$ cat src/rtl/instr_prefetch_queue.sv
// Instruction prefetch queue: sequential fetch-PC generation, a bounded number of
// outstanding imem requests, and an in-order {pc, instr, fault} queue for decode.
// A redirect flushes the queue and marks every in-flight response for discard.
module instr_prefetch_queue #(
   parameter int unsigned     XLEN         = 32,
   parameter int unsigned     DEPTH        = 4,
   parameter int unsigned     MAX_OUTST    = 2,
   parameter logic [XLEN-1:0] RESET_VECTOR = '0
) (
   input  logic            clk,
   input  logic            reset_n,
   input  logic            redirect_valid,
   input  logic [XLEN-1:0] redirect_pc,
   output logic            imem_req_valid,
   input  logic            imem_req_ready,
   output logic [XLEN-1:0] imem_req_addr,
   input  logic            imem_rsp_valid,
   input  logic [31:0]     imem_rsp_data,
   input  logic            imem_rsp_err,
   output logic            out_valid,
   input  logic            out_ready,
   output logic [31:0]     out_instr,
   output logic [XLEN-1:0] out_pc,
   output logic            out_fault
);

   localparam int unsigned PW  = $clog2(DEPTH);
   localparam int unsigned CW  = $clog2(DEPTH + 1);
   localparam int unsigned OW  = $clog2(MAX_OUTST + 1);
   localparam logic [31:0] NOP = 32'h0000_0013;

   // architectural state
   logic [XLEN-1:0] fetch_pc_q, fetch_pc_d;
   logic [XLEN-1:0] rsp_pc_q, rsp_pc_d;
   logic [OW-1:0]   inflight_q, inflight_d;
   logic [OW-1:0]   drop_q, drop_d;
   logic            halted_q, halted_d;
   logic [PW-1:0]   wr_ptr_q, wr_ptr_d;
   logic [PW-1:0]   rd_ptr_q, rd_ptr_d;
   logic [CW-1:0]   count_q, count_d;

   // queue storage
   logic [XLEN-1:0] pc_mem_q    [DEPTH];
   logic [31:0]     instr_mem_q [DEPTH];
   logic            fault_mem_q [DEPTH];

   // registered head of queue
   logic            out_valid_q, out_valid_d;
   logic [31:0]     out_instr_q, out_instr_d;
   logic [XLEN-1:0] out_pc_q, out_pc_d;
   logic            out_fault_q, out_fault_d;

   // handshake decode
   logic [31:0]     used_s;
   logic            req_valid_s;
   logic            req_fire_s;
   logic            push_s;
   logic            pop_s;
   logic [31:0]     push_instr_s;
   logic [XLEN-1:0] redirect_tgt_s;

   // Decode request credit, response push and decoder pop for this cycle.
   always_comb begin
      // slots already promised: queued entries plus live (non-discarded) responses
      used_s         = 32'(count_q) + 32'(inflight_q) - 32'(drop_q);
      req_valid_s    = reset_n && !redirect_valid && !halted_q
                       && (inflight_q < OW'(MAX_OUTST)) && (used_s < 32'(DEPTH));
      req_fire_s     = req_valid_s && imem_req_ready;
      push_s         = imem_rsp_valid && (drop_q == '0) && !redirect_valid;
      pop_s          = out_valid_q && out_ready && !redirect_valid;
      push_instr_s   = imem_rsp_err ? NOP : imem_rsp_data;
      redirect_tgt_s = redirect_pc & ~XLEN'(3);
   end

   // Next-state for fetch/response PCs, counters and queue pointers; redirect wins.
   always_comb begin
      fetch_pc_d = fetch_pc_q;
      rsp_pc_d   = rsp_pc_q;
      drop_d     = drop_q;
      halted_d   = halted_q;
      wr_ptr_d   = wr_ptr_q;
      rd_ptr_d   = rd_ptr_q;
      count_d    = count_q;
      inflight_d = inflight_q + OW'(req_fire_s) - OW'(imem_rsp_valid);
      if (redirect_valid) begin
         fetch_pc_d = redirect_tgt_s;
         rsp_pc_d   = redirect_tgt_s;
         halted_d   = 1'b0;
         // every response still outstanding after this cycle belongs to the old path
         drop_d     = inflight_q - OW'(imem_rsp_valid);
         wr_ptr_d   = '0;
         rd_ptr_d   = '0;
         count_d    = '0;
      end else begin
         if (req_fire_s) begin
            fetch_pc_d = fetch_pc_q + XLEN'(4);
         end else begin
            fetch_pc_d = fetch_pc_q;
         end
         if (imem_rsp_valid && (drop_q != '0)) begin
            drop_d = drop_q - OW'(1);
         end else begin
            drop_d = drop_q;
         end
         if (push_s) begin
            rsp_pc_d = rsp_pc_q + XLEN'(4);
            wr_ptr_d = wr_ptr_q + PW'(1);
            halted_d = halted_q | imem_rsp_err;
         end else begin
            rsp_pc_d = rsp_pc_q;
            wr_ptr_d = wr_ptr_q;
            halted_d = halted_q;
         end
         if (pop_s) begin
            rd_ptr_d = rd_ptr_q + PW'(1);
         end else begin
            rd_ptr_d = rd_ptr_q;
         end
         count_d = count_q + CW'(push_s) - CW'(pop_s);
      end
   end

   // Next head: the entry at the new read pointer, taken from the incoming push
   // when that push lands exactly at the head (it is not in storage yet).
   always_comb begin
      if (count_d == '0) begin
         out_valid_d = 1'b0;
         out_instr_d = NOP;
         out_pc_d    = '0;
         out_fault_d = 1'b0;
      end else if (push_s && (rd_ptr_d == wr_ptr_q)) begin
         out_valid_d = 1'b1;
         out_instr_d = push_instr_s;
         out_pc_d    = rsp_pc_q;
         out_fault_d = imem_rsp_err;
      end else begin
         out_valid_d = 1'b1;
         out_instr_d = instr_mem_q[rd_ptr_d];
         out_pc_d    = pc_mem_q[rd_ptr_d];
         out_fault_d = fault_mem_q[rd_ptr_d];
      end
   end

   // Control state and registered head outputs.
   always_ff @(posedge clk or negedge reset_n) begin
      if (!reset_n) begin
         fetch_pc_q  <= RESET_VECTOR;
         rsp_pc_q    <= RESET_VECTOR;
         inflight_q  <= '0;
         drop_q      <= '0;
         halted_q    <= 1'b0;
         wr_ptr_q    <= '0;
         rd_ptr_q    <= '0;
         count_q     <= '0;
         out_valid_q <= 1'b0;
         out_instr_q <= NOP;
         out_pc_q    <= '0;
         out_fault_q <= 1'b0;
      end else begin
         fetch_pc_q  <= fetch_pc_d;
         rsp_pc_q    <= rsp_pc_d;
         inflight_q  <= inflight_d;
         drop_q      <= drop_d;
         halted_q    <= halted_d;
         wr_ptr_q    <= wr_ptr_d;
         rd_ptr_q    <= rd_ptr_d;
         count_q     <= count_d;
         out_valid_q <= out_valid_d;
         out_instr_q <= out_instr_d;
         out_pc_q    <= out_pc_d;
         out_fault_q <= out_fault_d;
      end
   end

   // Queue storage write on accepted (non-discarded) response.
   always_ff @(posedge clk or negedge reset_n) begin
      if (!reset_n) begin
         for (int i = 0; i < int'(DEPTH); i++) begin
            pc_mem_q[i]    <= '0;
            instr_mem_q[i] <= NOP;
            fault_mem_q[i] <= 1'b0;
         end
      end else if (push_s) begin
         pc_mem_q[wr_ptr_q]    <= rsp_pc_q;
         instr_mem_q[wr_ptr_q] <= push_instr_s;
         fault_mem_q[wr_ptr_q] <= imem_rsp_err;
      end
   end

   assign imem_req_valid = req_valid_s;
   assign imem_req_addr  = fetch_pc_q;
   assign out_valid      = out_valid_q;
   assign out_instr      = out_instr_q;
   assign out_pc         = out_pc_q;
   assign out_fault      = out_fault_q;

endmodule
$ cat config.mk
export PLATFORM = sky130hd
export DESIGN_NAME = instr_prefetch_queue
export DESIGN_NICKNAME = d
export VERILOG_FILES = /design/src/rtl/instr_prefetch_queue.sv
export SDC_FILE = /design/constraint.sdc
export NUM_CORES = 1
export LEC_CHECK = 0
export BUFFER_PORTS_ARGS = -buffer_cell sky130_fd_sc_hd__buf_2
export CAP_MARGIN = 10
export CORE_AREA = 2 2 230 232
export DETAILED_ROUTE_END_ITERATION = 10
export DIE_AREA = 0 0 232 234
export SYNTH_ARGS = -nofsm -noshare
export SYNTH_HDL_FRONTEND = slang
export SYNTH_SLANG_ARGS = --single-unit
$ cat constraint.sdc
create_clock -name clk -period 4.65 [get_ports clk]
set_input_delay 0.2325 -clock clk [delete_from_list [all_inputs] [get_ports clk]]
set_output_delay 0.2325 -clock clk [all_outputs]
set_load 0.005 [all_outputs]
==> results.toml <==
[clocking]
cts_sinks = 389
htree_levels = 2
max-clock-path-buffers = 3
cts_root_buffer = "clkbuf_16"
tritoncts = "yes"
cts_made_buffers = 45
cts.reportedPaths.clkPinSlew_ns = 0.06
clk_latency_ns = 0.59

[critical_path]
max_stage_delay_ns = 0.41
startpoint_type = "flop"
timing.rr.start = "drop_q[0]"
worstReg2RegEnd = "out_instr[0]"
ff2ff_path_depth = 18
criticalPathCategory = "flop to flop"
worstPathRequired_ns = 5.13
cp-end-kind = "flop"
slowest_stage = "dfrtp_1"
crit_path_frequent_cell = "inv_1"
path_cells = "inv_1, ha_1, nand2_1, nor2_1, buf_4, inv_1, ha_1, inv_1, ha_1, inv_1, fa_1, xnor2_1, xnor2_1, nor2_1, nor3_2, buf_12, inv_1, o211ai_1"
crit_arrival_ns = 4.05
worstSetupEndpoint = "out_instr[0]"
crit_fanout = 61
startpoint = "drop_q[0]"
rrSetupSlack_ns = 1.07

[floorplanning]
dieArea_um2 = 54290
io_pins = 170
fp.dieH_um = 234
start_util_pct = 34.37
fp.dieW_um = 232
core_um2 = 52020
rows = 84

[cells_and_area]
drive_above_1_share_pct = 27.73
fill_cells = 4975
post-route-util_pct = 40.43
finalNonFillerCells = 2427
area_growth_pct = 17.65
finish.instance_area_um2 = 21040
finalNetCount = 1792

[synth]
synth_area_leaders = "dfrtp_1, mux2_2, mux4_2"
avgSynthCellArea_um2 = 11.36
synth_edf_count = 0
yosysMostFrequentCell = "dfrtp_1"
synth_area_um2 = 17880
yosysTopAreaCell = "dfrtp_1"
ys_ff_latch = 389
synth_top_cell_area_share_pct = 52.34
synth_ff_type = "dfrtp_1"
synth_cell_types = 56
yosysSeqAreaShare_pct = 54.55
yosys-top-cells-count = "dfrtp_1, o21ai_0, nand2_1"
synthCells = 1574
ys_warn_count = 0
synthArstFlopShare_pct = 100.0

[power_and_ir_drop]
power.leakage_nw = 9.347
power_frac_seq_pct = 43.5
peakVddDrop_v = 0.0003236
power_density_nw_per_um2 = 519.9
switchingPower_mw = 3.353
clock_power_share_pct = 31.3
swShare_pct = 30.66
intPower_mw = 7.584
comb_power_share_pct = 25.2

[timing]
min_period_over_period_pct = 76.92
finalSetupViolCount = 0
fin_crit_ns = 3.577
worst_slack_ns = 1.073
setup_tns_ns = 0
fmax_mhz = 279.6
rsz0062_at_grt = "false"
finClkSkew_ns = 0.03462
finalHoldViolCount = 0
slew_headroom_pct = 29.96
tightest_slew_ns = 1.045
drv_slew = 0

[drt]
top_layer = "met4"
met3_length_mm = 2.267
drt-vias-per-instance = 5.219
first_iter_violations = 746
drc = 0
m1WireLength_mm = 21.10
avgRoutedWirePerCell_um = 18.84
antenna_left = 0
drtPass1Iterations = 5
wl_met2_mm = 21.64
via_count = 12670
drt_wl_total_mm = 45.73

[global_route]
overflow = 0
grt_max_degree = 81
grt_pass1_wl_mm = 72.85
grt_pass1_vias = 13030
antenna_found_initial = 1
grt_use_total_pct = 17.05

[flow_run]
maxCapViolations = 0

[placement]
place_area_um2 = 19330
dp_cells = 2318
gp_congestion = 0.7982
dp_hpwl_mm = 27.98
portBuffers = 165
pre_cts_slack_ns = 1.115

[hold_path]
hold_path.class = "input pin to flop"

[outcome]
run_status = "finished, final reports clean"
==> cell families after synthesis <==
logic type / Yosys count / synth area share [%]
flops: 389 / 54.55
simple gates: 412 / 11.27
buf+inv: 167 / 3.744
mux: 196 / 16.26
fa+ha+maj: 18 / 1.344
xor+xnor: 45 / 2.204
compound gates: 346 / 10.60
other cells: 1 / 0.02097
==> stage by stage <==
step | hold slack (ns) | total power [mW]
2_1_floorplan | -0.06309 | 6.589
3_3_place_gp | 0.1991 | 7.461
3_5_place_dp | 0.2015 | 7.584
4_1_cts | 0.002532 | 11.08
5_1_grt | 0.03034 | 11.63
6_report | 0.03245 | 10.94
==> placed cells by master, fill, tap and decap left out, types with 42 or more instances in the layout <==
cell and n:
o21ai_0 201, dfrtp_1 374, nand3_1 59, mux2_2 126, a21oi_1 85, mux4_2 63, clkbuf_16 45, nor2_1 42
buf_2 164, nand2_1 164
==> what timing repair did <==
item,4_1_cts,5_1_grt
endpoints found under the hold margin,96,0
gates resized for setup,0,0
hold buffers,26,0
buffers inserted,0,0
==> power by group through the flow <==
stage	Clock, mW	Sequential, mW	Combinational, mW
after detailed placement	0	4.82	2.76
after global routing	3.67	4.86	3.10
after floorplan	0	4.62	1.97
after global placement	0	4.76	2.70
after CTS	3.52	4.76	2.80
final	3.42	4.76	2.76
==> how the worst min path moves through the flow <==
| stage | start | end | slack (ns) | cells past startpoint |
|---|---|---|---|---|
| finish | imem_rsp_data[22] | instr_mem_q[22] | 0.03 | 3 |
| global route | imem_rsp_data[2] | instr_mem_q[34] | 0.03 | 3 |
| CTS | imem_rsp_data[22] | instr_mem_q[22] | 0.003 | 3 |
| detailed placement | reset_n | out_pc[31] | 0.20 | 1 |
| global placement | reset_n | out_pc[31] | 0.20 | 1 |
| floorplan | reset_n | count_q[0] | -0.06 | 0 |
==> registers in the layout, indices dropped and copies added (netlist names) <==
register,flops
out_instr,32
drop_q,2
wr_ptr_q,2
out_pc,31
halted_q,1
rd_ptr_q,2
instr_mem_q,128
imem_req_addr,30
fault_mem_q,4
pc_mem_q,120
out_valid,1
count_q,3
inflight_q,2
rsp_pc_q,30
out_fault,1
==> worst max-delay path: cells and delay by family (launching register included) <==
family / cells / cell delay (ns)
buffers and inverters: 7 / 0.97
adder cells (fa/ha/maj): 4 / 0.99
flip-flops: 1 / 0.41
XOR/XNOR: 2 / 0.32
AND/OR/NAND/NOR: 4 / 0.65
AO/OA/AOI/OAI: 1 / 0.11
==> routing by layer <==
metal / vias up / track usage (%)
met4: 0 / 4.547
met3: 56 / 2.785
li1: 5867 / -
met1: 6446 / 23.35
met5: - / 0
met2: 297 / 28.13
==> layout make-up <==
class / instances / area, um^2 / share of cell area (%)
flip-flops and latches: 389 / 9753 / 46.37
multi-input cells: 1020 / 7551 / 35.90
clock buffers: 69 / 1346 / 6.400
repair buffers: 215 / 1301 / 6.186
well taps: 688 / 860.8 / 4.092
inverters: 32 / 120.1 / 0.5710
clock inverters: 13 / 100.1 / 0.4759
diodes: 1 / 2.502 / 0.01190
(Power assumes the default switching activity.)
